**config.mk**
```make
export PLATFORM = sky130hd
export DESIGN_NAME = pe_opsum_collector
export DESIGN_NICKNAME = d
export VERILOG_FILES = /design/src/rtl/pe_opsum_collector.sv
export SDC_FILE = /design/constraint.sdc
export NUM_CORES = 1
export LEC_CHECK = 0
export CORE_AREA = 3 3 133 109
export DETAILED_ROUTE_END_ITERATION = 8
export DIE_AREA = 0 0 136 112
export PLACE_DENSITY = 0.8
export SLEW_MARGIN = 20
export SYNTH_ARGS = -nofsm -noshare
export SYNTH_HDL_FRONTEND = slang
export SYNTH_SLANG_ARGS = --single-unit
```
**constraint.sdc**
```tcl
create_clock -name clk -period 3 [get_ports clk]
set_input_delay 0.6 -clock clk [delete_from_list [all_inputs] [get_ports clk]]
set_output_delay 0.6 -clock clk [all_outputs]
set_load 0.01 [all_outputs]
```
**src/rtl/pe_opsum_collector.sv**
```systemverilog
// ---------------------------------------------------------------------------
// pe_opsum_collector
//
// Drains a PE's output-psum FIFO and writes every 64-bit packed opsum word
// (four 16-bit psums) to a result-buffer write port at consecutive addresses.
// A one-cycle configure pulse carries the layer shape (F, n, p) and the first
// write address. The block then collects (p*n*F)/4 words and pulses done.
// Any remainder from that division is never collected.
//
// Each word takes four states:
//   ARMED -> POP -> GAP -> WRITE
// POP consumes the head of a first-word-fall-through FIFO. GAP gives the
// FIFO one cycle to update its empty flag and head, so the same entry is
// never popped twice. WRITE holds the request until the buffer accepts it.
//
// Ports
//   clk               clock; all state changes on the rising edge
//   reset             asynchronous active-low reset
//   configure         one-cycle pulse: latch shape and base_addr, arm/restart
//   F, n, p           ofmap row width, batch count, filters per PE
//   base_addr         first result-buffer write address
//   busy              high in ARMED, POP, GAP and WRITE
//   done              one-cycle pulse after the last word is written
//   opsum             FIFO head; valid while opsum_fifo_empty is low
//   opsum_fifo_empty  FIFO empty flag
//   pop_opsum         consumes the FIFO head in the cycle it is high
//   wr_en             result-buffer write request
//   wr_addr           write address, base_addr + word index (wraps)
//   wr_data           captured opsum word
//   wr_ready          buffer accepts the write when wr_en && wr_ready
//   word_count        words written since the last configure
// ---------------------------------------------------------------------------
module pe_opsum_collector #(
    parameter int DATA_WIDTH_PSUM = 64,
    parameter int F_WIDTH         = 6,
    parameter int n_WIDTH         = 3,
    parameter int p_WIDTH         = 5,
    parameter int ADDR_WIDTH      = 10
) (
    input  logic                                 clk,
    input  logic                                 reset,
    input  logic                                 configure,
    input  logic [F_WIDTH-1:0]                   F,
    input  logic [n_WIDTH-1:0]                   n,
    input  logic [p_WIDTH-1:0]                   p,
    input  logic [ADDR_WIDTH-1:0]                base_addr,
    output logic                                 busy,
    output logic                                 done,
    input  logic [DATA_WIDTH_PSUM-1:0]           opsum,
    input  logic                                 opsum_fifo_empty,
    output logic                                 pop_opsum,
    output logic                                 wr_en,
    output logic [ADDR_WIDTH-1:0]                wr_addr,
    output logic [DATA_WIDTH_PSUM-1:0]           wr_data,
    input  logic                                 wr_ready,
    output logic [p_WIDTH+n_WIDTH+F_WIDTH-1:0]   word_count
);

    // The product p*n*F needs at most p_WIDTH+n_WIDTH+F_WIDTH bits.
    // The word count and the total use that same width.
    localparam int CNT_WIDTH = p_WIDTH + n_WIDTH + F_WIDTH;

    typedef enum logic [2:0] {
        S_IDLE,
        S_ARMED,
        S_POP,
        S_GAP,
        S_WRITE,
        S_DONE
    } state_t;

    state_t                      state_q;
    state_t                      state_d;
    logic [CNT_WIDTH-1:0]        count_q;
    logic [CNT_WIDTH-1:0]        total_q;
    logic [ADDR_WIDTH-1:0]       base_q;
    logic [DATA_WIDTH_PSUM-1:0]  data_q;

    logic [CNT_WIDTH-1:0]        product;
    logic [CNT_WIDTH-1:0]        total_d;
    logic                        write_accepted;

    // The product is formed at full width before the divide-by-four.
    // Truncation therefore only drops the partial last word, never high bits.
    // The job length is the only thing later states need from F, n and p,
    // so only the total is stored.
    assign product = CNT_WIDTH'(p) * CNT_WIDTH'(n) * CNT_WIDTH'(F);
    assign total_d = product >> 2;

    assign write_accepted = (state_q == S_WRITE) && wr_ready;

    // -----------------------------------------------------------------------
    // Next-state and output decode
    // -----------------------------------------------------------------------
    always_comb begin
        // NOTE: every signal written here gets a default first, so no path
        // leaves it unassigned and no latch is inferred.
        state_d   = state_q;
        busy      = 1'b0;
        done      = 1'b0;
        pop_opsum = 1'b0;
        wr_en     = 1'b0;

        unique case (state_q)
            S_IDLE: begin
                state_d = S_IDLE;
            end

            S_ARMED: begin
                busy = 1'b1;
                // The count is checked before the FIFO.
                // A zero-length job therefore completes without ever popping.
                if (count_q == total_q) begin
                    state_d = S_DONE;
                end else if (!opsum_fifo_empty) begin
                    state_d = S_POP;
                end
            end

            S_POP: begin
                busy      = 1'b1;
                pop_opsum = 1'b1;
                state_d   = S_GAP;
            end

            S_GAP: begin
                busy    = 1'b1;
                state_d = S_WRITE;
            end

            S_WRITE: begin
                busy  = 1'b1;
                wr_en = 1'b1;
                if (wr_ready) begin
                    state_d = S_ARMED;
                end
            end

            S_DONE: begin
                done    = 1'b1;
                state_d = S_IDLE;
            end

            default: begin
                state_d = S_IDLE;
            end
        endcase

        // configure restarts the job from any state.
        // A word captured but not yet written is dropped.
        // In the DONE cycle done still pulses, and the next job starts at once.
        if (configure) begin
            state_d = S_ARMED;
        end
    end

    // -----------------------------------------------------------------------
    // State, job parameters, word counter and captured data
    // -----------------------------------------------------------------------
    always_ff @(posedge clk or negedge reset) begin
        if (!reset) begin
            // NOTE: the data register is reset as well.
            // wr_data must read zero out of reset, not whatever the flops
            // powered up with.
            state_q <= S_IDLE;
            count_q <= '0;
            total_q <= '0;
            base_q  <= '0;
            data_q  <= '0;
        end else begin
            // NOTE: non-blocking assignments throughout.
            // Every register samples the pre-edge values of the others.
            state_q <= state_d;

            if (configure) begin
                count_q <= '0;
                total_q <= total_d;
                base_q  <= base_addr;
            end else if (write_accepted) begin
                count_q <= count_q + CNT_WIDTH'(1);
            end

            // The FIFO is first-word fall-through.
            // The head is valid in the same cycle as the pop that consumes it.
            if (state_q == S_POP) begin
                data_q <= opsum;
            end
        end
    end

    // The address is base + index modulo 2^ADDR_WIDTH.
    // Wrapping past the top of the buffer is intended.
    assign wr_addr    = base_q + ADDR_WIDTH'(count_q);
    assign wr_data    = data_q;
    assign word_count = count_q;

endmodule

```
==> results.json <==
{
  "ys_ff_latch": 103,
  "initial_core_util_pct": 47.5,
  "crit_type": "input pin to flop",
  "globalRouteOverflowTotal": 0,
  "gp_congestion": 0.816,
  "r2r_start": "state_q[0]",
  "mostFrequentLayoutCells": "clkdlybuf4s50_1, dfrtp_1, mux2_2, buf_4, inv_1",
  "crit_fanout": 6,
  "cp_slowest_cell": "fa_1",
  "hold_slack_ns": 0.236,
  "drive_gt1_share_pct": 30.5,
  "synth_ff_type": "dfrtp_1",
  "slew_viol_final": 0,
  "multi_input_area_um2": 3920,
  "finalSetupViolCount": 11,
  "path_buf_inv": 5,
  "reg2regPathDepth": 5,
  "relSlewSlack_pct": 46.4,
  "grtUsageMet3_pct": 8.31,
  "worst_setup_path_end_kind": "flop",
  "grt_setup_unrepaired": "true",
  "clkTransAtPathRegs_ns": 0.07,
  "die-area_um2": 15200,
  "leakagePower_nw": 4.23,
  "first_pass_iters": 4,
  "grt_pass1_wl_um": 28300,
  "synth-edff-count": 0,
  "vias": 5168,
  "outcome": "finished, violations left",
  "synth-async-reset-ratio_pct": 100,
  "use_met2_pct": 41.5,
  "cp.depth": 19,
  "clk_latency_ns": 0.36,
  "critPathLaunchType": "input pin",
  "syn_area_per_cell_um2": 11.3,
  "worstPathArrival_ns": 5.38,
  "min_period_over_period_pct": 170,
  "place_hpwl_um": 12800,
  "drc": 0,
  "ir_drop_mv": 0.542,
  "cpMostUsedCell": "fa_1",
  "syn_area_um2": 6360,
  "grt_usage_pct": 23.4,
  "powerDensity_nw_per_um2": 739,
  "synth_cell_types": 50,
  "grt_antenna_before_repair": 0,
  "postPlaceCellArea_um2": 8820,
  "worst_path_largest_cell_delay_ns": 0.59,
  "critPathRequiredTime_ns": 3.26,
  "num-fill-cells": 928,
  "synth_warnings": 0,
  "grt_pass1_vias": 5687,
  "numCtsBuffers": 9,
  "row_count": 38,
  "final_hold_viol_count": 0,
  "busiest_layer": "met2",
  "fin_area_um2": 9540,
  "worstHoldPathType": "input pin to asynchronous set/reset pin",
  "layout.nets": 970,
  "failed_checks": "setup timing",
  "clock-root-buffer": "clkbuf_16",
  "path_delay_family": "adder cells",
  "crit_chain": "buf_8 > nand2_4 > fa_1 > inv_2 > ha_4 > fa_2 > buf_4 > xor2_4 > and2_1 > fa_1 > fa_1 > inv_1 > fa_1 > inv_2 > ha_4 > nand4b_1 > and3b_1 > or3_1 > a31oi_1",
  "synth_nets": 725,
  "wire_per_inst_um": 17.7,
  "io_pins": 185,
  "max_clock_freq_ghz": 0.196,
  "clockBufferDepth": 2,
  "ant_nets": 0,
  "drtIter0Drc": 268,
  "drv_cap": 0,
  "die-height_um": 112,
  "antenna_cells": 0,
  "crit_start": "n[1]",
  "met1_usage_pct": 26.8,
  "power_w": 0.00705,
  "vias_per_cell": 5.20,
  "netlist_instances": 564,
  "htreeDepth": 3,
  "dieWidth_um": 136,
  "wl_um": 17600,
  "numPortBuffers": 184,
  "cts_tree": "done",
  "worst_slew_pin_slew_ns": 0.804,
  "fin_skew_ns": 0.0125,
  "area_growth_pct": 49.9,
  "final_common_cell": "clkdlybuf4s50_1",
  "cts_num_sinks": 103,
  "grt_max_degree": 65,
  "final-seq-area_um2": 2580,
  "ys_seq_area_share_pct": 40.5,
  "layout_setup_ws_ns": -2.11,
  "final_util_pct": 71.1,
  "placeableCoreArea_um2": 13400,
  "period_needed_ns": 5.11
}
-- per-stage QoR --
step | instances | TNS, ns | setup WS, ns
5_1_grt | 994 | -19.93 | -2.29
3_3_place_gp | 962 | -28.66 | -2.91
2_1_floorplan | 564 | -18.93 | -2.11
4_1_cts | 991 | -18.05 | -2.02
3_5_place_dp | 962 | -30.24 | -3.08
6_report | 994 | -18.46 | -2.11
-- cell families after synthesis --
group           count (synthesis)  share of synthesized area, %
mux                            81                          14.3
simple gates                  156                          13.2
xor+xnor                       39                          5.37
flops                         103                          40.5
compound gates                 55                          5.70
fa+ha+maj                      68                          16.9
buf+inv                        62                          4.05
-- worst reg2reg max path, cell delays in order, from the launching register on --
cell and delay (ns):
dfrtp_1 0.43, inv_1 0.13, nand2_1 0.12, nor2_4 0.13
buf_4 0.64, mux2_2 0.46
-- path summary, 6_finish.rpt --
| check | slack [ns] | endpoint |
|---|---|---|
| max | -2.11 | total_q[11] |
| min | 0.24 | base_q[8] |
| max reg2reg | 0.99 | wr_data[6] |
| min reg2reg | 0.51 | wr_data[55] |
| max in group asynchronous | 2.01 | wr_data[23] |
| min in group clk | 0.51 | wr_data[55] |
-- flip-flops by register name (all words and copies together), names as in the netlist --
name	cells
total_q	12
word_count	14
wr_data	64
state_q	3
base_q	10
-- layer usage --
layer	vias to the layer above	routed length (um)
li1	2400	-
met5	-	0
met2	181	9270
met3	29	1390
met4	0	368
met1	2558	6560
-- synth_stat cells (3+ instances only) --
cell      instances  share of area [%]
dfrtp_1         103                 40
mux2_2           80                 14
inv_1            47                2.8
ha_1             38                7.5
nor2_1           36                2.1
nand2_1          34                2.0
fa_1             30                9.4
and2_1           29                2.9
xnor2_1          29                4.0
a21oi_1          17                1.3
and3_1           12                1.2
o21ai_0          10               0.79
xor2_1           10                1.4
nor2b_1           9               0.88
buf_2             8               0.63
nand4_1           6               0.59
clkbuf_1          5               0.29
nand2b_1          5               0.49
nand3_1           5               0.39
or3_1             5               0.49
nor3_1            4               0.31
a21o_1            3               0.35
a31oi_1           3               0.29
o21ai_1           3               0.24
-- where the power goes --
group	internal, W	switching, W	leakage [nW]
Clock	0.000588	0.000577	0.147
Combinational	0.00219	0.00157	2.81
Sequential	0.00185	0.000278	1.27
-- repair_timing --
item,4_1_cts,5_1_grt
setup buffers,14,4
endpoints found under the setup margin,18,13
hold buffers,0,0
resized for setup,94,30
pin swaps,45,21
-- area by class of cell --
cell class / count / share of cell area (%)
clock buffer: 9 / 2.36
clock inverter: 7 / 0.735
sequential: 103 / 27.0
inverter: 47 / 1.85
timing repair buffer: 249 / 24.6
multi-input combinational: 399 / 41.1
tap: 180 / 2.36
(Power assumes the default switching activity.)
